===== src/rtl/mmio_irq_ctrl.sv =====
// mmio_irq_ctrl: memory-mapped prioritised interrupt controller.
// It gives N_SRC sources a pending bit, an enable bit and an 8-bit vector each,
// and presents one request at a time to the cpu with an ack/EOI handshake.
//
// state   | meaning
// --------+-------------------------------------------------------------
// IDLE    | no request outstanding; cpu may accept interrupts (int_en=1)
// REQ     | request committed to cpu, int_req=1, waiting for int_ack
// SERVICE | cpu is running the handler, waiting for an EOI write
module mmio_irq_ctrl #(
    parameter int         N_SRC     = 4,
    parameter logic [7:0] BASE_ADDR = 8'd240,
    parameter logic [7:0] EDGE_MASK = 8'h01
) (
    input  logic             clock,
    input  logic             reset,
    input  logic [7:0]       addr,
    input  logic [7:0]       w_data,
    input  logic             w_en,
    output logic [7:0]       r_data,
    output logic             r_hit,
    input  logic [N_SRC-1:0] irq_src,
    input  logic             int_ack,
    output logic             int_req,
    output logic [7:0]       int_vec,
    output logic             int_en
);

    localparam int WIN = 4 + N_SRC;

    localparam logic [7:0] OFF_PENDING = 8'd0;
    localparam logic [7:0] OFF_ENABLE  = 8'd1;
    localparam logic [7:0] OFF_ACTIVE  = 8'd2;
    localparam logic [7:0] OFF_EOI     = 8'd3;

    typedef enum logic [1:0] {
        IDLE    = 2'd0,
        REQ     = 2'd1,
        SERVICE = 2'd2
    } state_t;

    state_t           state;
    logic [2:0]       id;
    logic [N_SRC-1:0] pending;
    logic [N_SRC-1:0] prev;
    logic [N_SRC-1:0] enable;
    logic [7:0]       vec [N_SRC];

    logic [8:0]       off_wide;
    logic [7:0]       off;
    logic             wr_pending;
    logic             wr_enable;
    logic             wr_eoi;
    logic             ack_clr;
    logic             in_service;

    logic [N_SRC-1:0] req_vec;
    logic             req_any;
    logic [2:0]       sel_id;
    logic [7:0]       sel_vec;

    logic [7:0]       pending_ext;
    logic [7:0]       enable_ext;

    // Window decode: the 9-bit subtract catches addresses below BASE_ADDR via the borrow.
    always_comb begin
        off_wide = {1'b0, addr} - {1'b0, BASE_ADDR};
        off      = off_wide[7:0];
        r_hit    = !off_wide[8] && (off < 8'(WIN));
    end

    // Write strobes and status derived from the bus and the FSM.
    always_comb begin
        wr_pending = w_en && r_hit && (off == OFF_PENDING);
        wr_enable  = w_en && r_hit && (off == OFF_ENABLE);
        wr_eoi     = w_en && r_hit && (off == OFF_EOI);
        ack_clr    = (state == REQ) && int_ack;
        in_service = (state != IDLE);
    end

    // Edge sources latch a rising edge until W1C or ack; level sources mirror the input.
    always_ff @(posedge clock or posedge reset) begin
        if (reset) begin
            pending <= '0;
            prev    <= '0;
        end else begin
            prev <= irq_src;
            for (int i = 0; i < N_SRC; i++) begin
                if (EDGE_MASK[i]) begin
                    // A new edge beats a simultaneous clear so no event is lost.
                    if (irq_src[i] && !prev[i]) begin
                        pending[i] <= 1'b1;
                    end else if ((wr_pending && w_data[i]) ||
                                 (ack_clr && (id == 3'(i)))) begin
                        pending[i] <= 1'b0;
                    end
                end else begin
                    pending[i] <= irq_src[i];
                end
            end
        end
    end

    // ENABLE mask register.
    always_ff @(posedge clock or posedge reset) begin
        if (reset) begin
            enable <= '0;
        end else if (wr_enable) begin
            enable <= w_data[N_SRC-1:0];
        end
    end

    // Per-source vector registers.
    always_ff @(posedge clock or posedge reset) begin
        if (reset) begin
            for (int i = 0; i < N_SRC; i++) begin
                vec[i] <= '0;
            end
        end else if (w_en && r_hit) begin
            for (int i = 0; i < N_SRC; i++) begin
                if (off == 8'(i + 4)) begin
                    vec[i] <= w_data;
                end
            end
        end
    end

    // Fixed priority: lowest enabled pending index wins.
    always_comb begin
        req_vec = pending & enable;
        req_any = |req_vec;
        sel_id  = '0;
        sel_vec = '0;
        for (int i = N_SRC - 1; i >= 0; i--) begin
            if (req_vec[i]) begin
                sel_id  = 3'(i);
                sel_vec = vec[i];
            end
        end
    end

    // Service FSM; int_vec is captured on entry to REQ so later VEC writes cannot disturb it.
    always_ff @(posedge clock or posedge reset) begin
        if (reset) begin
            state   <= IDLE;
            id      <= '0;
            int_req <= 1'b0;
            int_vec <= '0;
            int_en  <= 1'b1;
        end else begin
            case (state)
                IDLE: begin
                    int_req <= 1'b0;
                    int_en  <= 1'b1;
                    if (req_any) begin
                        id      <= sel_id;
                        int_vec <= sel_vec;
                        int_req <= 1'b1;
                        int_en  <= 1'b0;
                        state   <= REQ;
                    end
                end
                REQ: begin
                    if (int_ack) begin
                        int_req <= 1'b0;
                        state   <= SERVICE;
                    end
                end
                SERVICE: begin
                    if (wr_eoi) begin
                        int_en <= 1'b1;
                        state  <= IDLE;
                    end
                end
                default: begin
                    int_req <= 1'b0;
                    int_en  <= 1'b1;
                    state   <= IDLE;
                end
            endcase
        end
    end

    // Zero-extended views of the narrow registers for the read mux.
    always_comb begin
        pending_ext               = '0;
        enable_ext                = '0;
        pending_ext[N_SRC-1:0]    = pending;
        enable_ext[N_SRC-1:0]     = enable;
    end

    // Combinational read mux; EOI and out-of-window addresses read as zero.
    always_comb begin
        r_data = '0;
        if (r_hit) begin
            case (off)
                OFF_PENDING: r_data = pending_ext;
                OFF_ENABLE:  r_data = enable_ext;
                OFF_ACTIVE:  r_data = {in_service, 4'b0000, id};
                default: begin
                    for (int i = 0; i < N_SRC; i++) begin
                        if (off == 8'(i + 4)) begin
                            r_data = vec[i];
                        end
                    end
                end
            endcase
        end
    end

endmodule


===== config.mk =====
export PLATFORM = sky130hd
export DESIGN_NAME = mmio_irq_ctrl
export DESIGN_NICKNAME = d
export VERILOG_FILES = /design/src/rtl/mmio_irq_ctrl.sv
export SDC_FILE = /design/constraint.sdc
export NUM_CORES = 1
export LEC_CHECK = 0
export CORE_MARGIN = 5
export CORE_UTILIZATION = 60
export CTS_BUF_LIST = sky130_fd_sc_hd__clkbuf_8
export DETAILED_ROUTE_END_ITERATION = 7
export PLACE_DENSITY = 0.85
export SYNTH_ARGS = -nofsm -noshare
export SYNTH_HDL_FRONTEND = slang
export SYNTH_SLANG_ARGS = --single-unit

===== constraint.sdc =====
create_clock -name clock -period 3.49 [get_ports clock]
set_input_delay 0.5235 -clock clock [delete_from_list [all_inputs] [get_ports clock]]
set_output_delay 0.5235 -clock clock [all_outputs]
set_load 0.005 [all_outputs]

### Word-level counts from Yosys, hierarchy flattened

Cells that the tools add are included.
W data, S select, Z words.

* add/sub/neg operators: 1
* magnitude comparators: 1
* equal/unequal tests: 12
* multiplexer cells: 26
* bitwise gates (word level): 3
* reduce and logical (&&, ||, !) cells: 26

Operators by type and width (count)
* $mux W8: 9
* $eq A8 B3 Y1 const B: 4
* $pmux W8 S3: 1
* $eq A8 B2 Y1 const B: 2
* $reduce_and A2 Y1: 7
* $logic_and A1 B1 Y1: 9
* $mux W3: 3
* $sub A8 B8 Y9 const B: 1
* $eq A8 B1 Y1 const B: 1
* $logic_not A8 Y1: 1
* $lt A8 B4 Y1 const B: 1
* $mux W2: 4
* $mux W1: 6
* $ne A2 B2 Y1 const B: 3
* $pmux W1 S3: 2
* $pmux W2 S3: 1
* $and A4 B4 Y4: 1
* $reduce_bool A2 Y1: 2
* $reduce_or A4 Y1: 1
* $logic_not A3 Y1: 1
* $reduce_and A3 Y1: 1
* $eq A2 B1 Y1 const B: 1
* $eq A2 B2 Y1 const B: 1
* $logic_not A1 Y1: 2
* other kinds (3): 4

* register bits: 56
* output and inout bits: 19
* logic and storage cells: 82

### Logic depth before layout (Yosys ltp)

Gate-level depths: netlist (run 1).

* depth in word-level cells: 9
* mapped depth: 7
* depth with buffers taken out: 4

### Worst setup path before layout (run 1)

Ideal clock, no wire load.

* path type: input-to-output
* from: in addr[1]
* to: out r_data[4]
* data arrival time: 1.611 ns
* required time: 2.967 ns
* setup slack: 1.356 ns
* cell stages on the path: 4
* cell sequence: buf_2 buf_2 mux4_2 and2_1

* word-level cells in the longest chain between the ends: 8
* elaborated cells on any way between the ends: 17

RTL lines
* start: declaration: RTL line 17 `input logic [7:0] addr,`
* $sub A8 B8 Y9 (*): RTL line 67 `off_wide = {1'b0, addr} - {1'b0, BASE_ADDR};`
* $eq A8 B3 Y1: RTL line 202 `if (off == 8'(i + 4)) begin`
* $mux W8 (4 in a row): RTL line 202
* $pmux W8 S3: RTL line 196 `case (off)`
* $mux W8 (*): RTL line 195 `if (r_hit) begin`
* end: declaration: RTL line 20 `output logic [7:0] r_data,`

Every way passes the cells marked *; elsewhere a longest branch is shown, timed or not.

### Final worst setup path (run 1)

* from: in addr[0]
* to: out r_data[7]

Same word-level chain as after synthesis.

==> results.py, run 1 <==
metrics = {
    "placement": {
        "dpl.hpwl_um": 4450,
        "gp_congestion": 0.857,
        "place.port_buffers": 42,
        "post-place-ws_ns": 0.466,
        "placed_cell_area_um2": 3190,
    },
    "timing": {
        "slew_violations": 0,
        "min_period_ns": 3.03,
        "slew_headroom_pct": 50.9,
        "worst_hold_slack_ns": 0.449,
        "fin_crit_sh_pct": 86.8,
        "max_freq_mhz": 330,
        "fin_tns_setup_ns": 0,
        "rsz0062_at_grt": "false",
        "fin_ws_ns": 0.460,
        "hold_viol": 0,
        "finalClockSkew_ns": 0.00675,
        "worstMarginPinSlew_ns": 0.733,
        "setup_violations": 0,
    },
    "global_routing": {
        "grt_pass1_vias": 2026,
        "gr-usage-all-layers_pct": 22.9,
        "grt_antenna_before_repair": 0,
        "gr-total-overflow": 0,
        "grt_pass1_wl_um": 10700,
        "grt_max_degree": 34,
    },
    "status": {
        "status": "completed",
    },
    "synth": {
        "synthFlopType": "dfrtp_1",
        "synth_seq_area_share_pct": 50.6,
        "synth_top_family_by_area": "multiplexers",
        "yosysWarnings": 0,
        "synth.distinct_cells": 33,
        "async_reset_ff_share_pct": 100,
        "avgSynthCellArea_um2": 12.6,
        "synth-edff-count": 0,
        "synth_fa_ha_area_share_pct": 0,
        "synth-seq-cells": 55,
        "synth_area_um2": 2720,
        "netlist_instances": 216,
        "synthXorXnorAreaFrac_pct": 0,
        "muxShareOfSynthArea_pct": 23.4,
        "synth_compound_gate_area_share_pct": 13.0,
        "syn_nets": 240,
        "yosys.area_share.simple_pct": 10.4,
    },
    "critical_path": {
        "required_ns": 2.97,
        "slowest_stage": "clkdlybuf4s50_1",
        "cpMostUsedCell": "clkdlybuf4s50_1",
        "critPathArrivalTime_ns": 2.51,
        "max_stage_delay_ns": 0.74,
        "path_max_fanout": 10,
        "path_class": "in2out",
        "cp_cell_sequence": "clkdlybuf4s50_1, mux4_2, a21oi_1, nor3_1, clkdlybuf4s50_1",
        "start_kind": "input pin",
        "endpoint_kind": "output pin",
    },
    "die": {
        "core_area_um2": 4380,
        "die_area_um2": 5990,
        "start_util_pct": 62.1,
        "die_h_um": 77.4,
        "ios": 43,
        "row_count": 24,
        "fp.dieW_um": 77.4,
    },
    "cts": {
        "cts_buffers": 5,
        "root_buffer": "clkbuf_8",
        "post_cts_buffers": 0,
        "cts_tree": "done",
        "ctsHoldBuffers": 0,
        "cts_resized": 0,
        "clkTransAtPathRegs_ns": 0.09,
        "cts_buffer_depth": 2,
        "numClockSinks": 55,
        "clock_latency_ns": 0.31,
        "h-tree-depth": 2,
    },
    "final_layout": {
        "final_util_pct": 74.7,
        "antenna_cells": 0,
        "final_area_um2": 3280,
        "synthToLayoutAreaGrowth_pct": 20.3,
        "drive_gt1_share_pct": 25.7,
        "layout.nets": 284,
    },
    "drt": {
        "drt-initial-drc-count": 166,
        "routed_wl_um": 6290,
        "dr_wl_met3_um": 428,
        "postRouteAntennaNets": 0,
        "vias_per_cell": 6.22,
        "routedLengthMet1_um": 2610,
        "wl_per_cell_um": 20.1,
        "dr.pass1.iters": 4,
        "vias": 1948,
        "maxUsedRoutingLayer": "met4",
        "drc_errors": 0,
        "wl_met2_um": 3160,
    },
    "pwr": {
        "powerDensity_nw_per_um2": 406,
        "p_leak_nw": 1.46,
        "ir_worst_vdd_uv": 249,
    },
    "worst_hold_path": {
        "hp-class": "reg2reg",
    },
    "flow_run": {
        "drv_cap": 0,
    },
}
## cell families (layout without fill, tap and decap cells)
kind of cell    Yosys count  in the layout
flops                    55             55
compound gates           52             52
buf+inv                  13             58
mux                      46             46
simple gates             50             50
## critical path, delay by kind of cell
family                 cells  cell delay (ns)
muxes                      1             0.56
AOI/OAI and AO/OA          1             0.17
buffers and inverters      2             1.19
and+or+nand+nor            1             0.06
## per-stage QoR
step,total power [mW],cells
6_report,1.33,313
5_1_grt,1.41,313
4_1_cts,1.34,313
3_5_place_dp,0.996,305
3_3_place_gp,0.987,305
2_1_floorplan,0.875,216
## synthesized netlist by cell type, types with 2 or more instances
cell      number  share of area [%]
nor2_1         9                1.2
o22ai_1        9                2.1
nand2b_1       4               0.92
nand3b_1       2               0.55
mux2_4         8                4.4
nand2_1       16                2.2
buf_6          2               0.83
and2_1         5                1.1
nor2b_1        2               0.46
a221oi_1       8                2.6
a21oi_1        8                1.5
mux4_2         8                6.6
a22o_1         2               0.64
mux2_2        30                 12
nor2_4         3                1.2
nor3_1         2               0.37
inv_1          2               0.28
clkbuf_1       4               0.55
o31ai_1        9                2.5
buf_2          5               0.92
o22a_1         4                1.3
dfrtp_1       54                 50
o21ai_0       10                1.8
## final cells by class
type	count	area (um2)
Fill cell	306	1110
Multi-Input combinational cell	148	1280
Timing Repair Buffer	48	465
Sequential cell	55	1380
Inverter	2	7.51
Clock buffer	5	68.8
Clock inverter	3	16.3
Tap cell	52	65.1
## per-layer routing
layer	track usage, %	up-vias
li1	-	895
met3	5.90	7
met1	29.4	972
met4	7.90	0
met5	0	-
met2	37.8	74
## cell usage in the layout, fill, tap and decap left out, types with 6 or more instances in the layout
master | netlist | layout
a21oi_1 | 8 | 8
a221oi_1 | 8 | 8
buf_4 | 0 | 6
clkdlybuf4s50_1 | 0 | 42
dfrtp_1 | 54 | 54
mux2_2 | 30 | 30
mux2_4 | 8 | 8
mux4_2 | 8 | 8
nand2_1 | 16 | 16
nor2_1 | 9 | 9
o21ai_0 | 10 | 9
o22ai_1 | 9 | 9
o31ai_1 | 9 | 9
## final timing paths
check,startpoint,end,slack (ns),depth (start not counted)
min,prev[0],pending[0],0.45,1
max,addr[0],r_data[7],0.46,5
max in group asynchronous,reset,int_vec[1],2.18,3
max reg2reg,enable[2],int_vec[4],1.58,4
min in group asynchronous,reset,vec[28],0.53,2
min reg2reg,prev[0],pending[0],0.45,1
## where the power goes
group          switching [mW]  total [mW]  leakage, nW  internal [mW]
sequential             0.0407       0.734        0.742          0.693
combinational           0.115       0.249        0.675          0.133
clock                   0.210       0.348       0.0453          0.138
## sequential cells by signal, indices dropped and copies added (netlist names)
signal / cells
enable: 4
id: 2
int_en: 1
int_req: 1
int_vec: 8
pending: 4
prev: 1
state: 2
vec: 32
Power figures use the tool's default switching activity.
==> run 2, diff against run 1 <==
--- a/config.mk
+++ b/config.mk
@@ -13,3 +13,4 @@
 export SYNTH_ARGS = -nofsm -noshare
 export SYNTH_HDL_FRONTEND = slang
 export SYNTH_SLANG_ARGS = --single-unit
+export TNS_END_PERCENT = 20
==> results of run 2 <==
No change in the layout: final DEF, timing and power equal those of run 1.
==> run 3, diff against run 2 <==
--- a/config.mk
+++ b/config.mk
@@ -5,11 +5,12 @@
 export SDC_FILE = /design/constraint.sdc
 export NUM_CORES = 1
 export LEC_CHECK = 0
+export ABC_AREA = 1
 export CORE_MARGIN = 5
 export CORE_UTILIZATION = 60
 export CTS_BUF_LIST = sky130_fd_sc_hd__clkbuf_8
 export DETAILED_ROUTE_END_ITERATION = 7
-export PLACE_DENSITY = 0.85
+export PLACE_DENSITY = 0.84
 export SYNTH_ARGS = -nofsm -noshare
 export SYNTH_HDL_FRONTEND = slang
 export SYNTH_SLANG_ARGS = --single-unit
==> run 3 against run 2 <==
Net effect: register-to-register slack worse by 0.11 ns; critical path depth up 3; non-clock buffer count down 2.
==> results.py, run 3 <==
metrics = {
    "status": {
        "status": "completed",
    },
    "synth": {
        "async_reset_ff_share_pct": 100,
        "synth-seq-cells": 55,
        "yosysWarnings": 0,
        "synth_top_area_cell": "dfrtp_1",
        "synth-edff-count": 0,
        "synth_area_leaders": "dfrtp_1, nand2_1, nand3_1",
        "netlist_instances": 387,
        "synth_commonest_cells": "nand2_1, dfrtp_1, nand3_1",
        "synth_area_um2": 2980,
        "synth_top_area_share_pct": 45.3,
        "synth.most_common_cell": "nand2_1",
        "synth_seq_area_share_pct": 46.2,
        "synthFlopType": "dfrtp_1",
        "syn_nets": 411,
        "synth.distinct_cells": 25,
        "avgSynthCellArea_um2": 7.71,
    },
    "global_routing": {
        "grt_use_met2_pct": 38.7,
        "grt_antenna_before_repair": 0,
        "gr-total-overflow": 0,
        "grt_pass1_wl_um": 12500,
        "grt_use_met3_pct": 4.82,
        "grt_use_met1_pct": 36.3,
        "grt_max_degree": 34,
        "gr-usage-all-layers_pct": 25.2,
        "grt-busiest-layer": "met2",
        "grt_pass1_vias": 2576,
    },
    "final_layout": {
        "final_util_pct": 73.7,
        "top_regs": "vec (32), int_vec (8)",
        "top_register": "vec",
        "mostFrequentLayoutCells": "nand2_1, dfrtp_1, nand3_1",
        "final_cells": 495,
        "antenna_cells": 0,
        "fillers": 389,
        "largest_reg_flops": 32,
        "layout.nets": 451,
        "final_common_cell": "nand2_1",
        "final_area_um2": 3530,
        "synthToLayoutAreaGrowth_pct": 18.2,
        "drive_gt1_share_pct": 9.11,
    },
    "cts": {
        "post_cts_buffers": 0,
        "cts_resized": 0,
        "cts_buffers": 5,
        "ctsHoldBuffers": 0,
        "root_buffer": "clkbuf_8",
        "clkTransAtPathRegs_ns": 0.10,
        "clock_latency_ns": 0.31,
        "numClockSinks": 55,
        "cts_buffer_depth": 2,
        "cts_tree": "done",
        "h-tree-depth": 2,
    },
    "drt": {
        "dr.pass1.iters": 5,
        "postRouteAntennaNets": 0,
        "drt-initial-drc-count": 417,
        "routed_wl_um": 7580,
        "drc_errors": 0,
        "wl_per_cell_um": 15.3,
        "vias_per_cell": 5.76,
        "vias": 2852,
    },
    "critical_path": {
        "crit_buf_inv": 3,
        "max_stage_delay_ns": 0.53,
        "r2r_slack_ns": 1.47,
        "slowest_stage": "clkdlybuf4s50_1",
        "path_class": "in2out",
        "path_max_fanout": 8,
        "endpoint_kind": "output pin",
        "cp_cell_sequence": "clkdlybuf4s50_1, inv_1, nor2_2, nand3_1, o21ai_0, nor2_1, nor2_1, clkdlybuf4s50_1",
        "start_kind": "input pin",
        "required_ns": 2.97,
        "critPathArrivalTime_ns": 2.55,
        "cp_top_family": "buffers and inverters",
    },
    "die": {
        "start_util_pct": 62.4,
        "fp.dieW_um": 80.5,
        "row_count": 25,
        "die_h_um": 80.5,
        "ios": 43,
        "die_area_um2": 6480,
        "core_area_um2": 4790,
    },
    "timing": {
        "hold_viol": 0,
        "worstMarginPinSlew_ns": 0.498,
        "min_period_ns": 3.08,
        "rsz0062_at_grt": "false",
        "slew_headroom_pct": 66.7,
        "fin_tns_setup_ns": 0,
        "fin_crit_sh_pct": 88.2,
        "max_freq_mhz": 325,
        "fin_ws_ns": 0.413,
        "setup_violations": 0,
        "worst_hold_slack_ns": 0.469,
        "finalClockSkew_ns": 0.00353,
        "slew_violations": 0,
    },
    "pwr": {
        "powerDensity_nw_per_um2": 326,
        "p_leak_nw": 1.73,
        "ir_worst_vdd_uv": 301,
        "finalPower_mw": 1.15,
    },
    "placement": {
        "gp_congestion": 0.969,
        "post-place-ws_ns": 0.415,
        "dpl.hpwl_um": 5590,
        "placed_cell_area_um2": 3420,
        "placedCellCount": 487,
        "place.port_buffers": 42,
    },
    "worst_hold_path": {
        "hp-class": "reg2reg",
    },
    "flow_run": {
        "drv_cap": 0,
    },
}
-- run 3: tightest hold or removal path, stage by stage (launching register included) --
cell	delay, ns
dfstp_2	0.38
nand2_1	0.05
nand2_1	0.04
-- run 3: layout make-up --
| class | count | area, um2 | area share [%] |
|---|---|---|---|
| clock buffers | 6 | 82.6 | 2.34 |
| clock inverters | 2 | 20.0 | 0.568 |
| inverters | 31 | 116 | 3.30 |
| multi-input cells | 288 | 1400 | 39.6 |
| flip-flops and latches | 55 | 1380 | 39.1 |
| well taps | 67 | 83.8 | 2.38 |
| repair buffers | 46 | 450 | 12.8 |
-- run 3: kinds of logic after synthesis --
family / after synthesis / share of synthesized area, %
buffers and inverters: 44 / 7.09
AO/OA/AOI/OAI: 67 / 12.5
flip-flops: 55 / 46.2
AND/OR/NAND/NOR: 221 / 34.3
-- run 3: worst paths after layout --
check	from	to	depth (start not counted)
min in group asynchronous	reset	enable[2]	2
max	addr[0]	r_data[5]	8
min	int_en	int_en	2
max in group asynchronous	reset	vec[30]	3
max reg2reg	pending[0]	id[0]	7
min reg2reg	int_en	int_en	2
-- run 3: power by group --
| group | switching (mW) | internal (mW) |
|---|---|---|
| logic | 0.0600 | 0.0405 |
| registers | 0.00865 | 0.649 |
| clock network | 0.224 | 0.168 |
-- run 3: routing by layer --
metal  up-vias  share of wire [%]
met5         -                  0
met4         0                2.3
met3        26                9.7
met2       170                 45
met1      1306                 43
li1       1350                  -
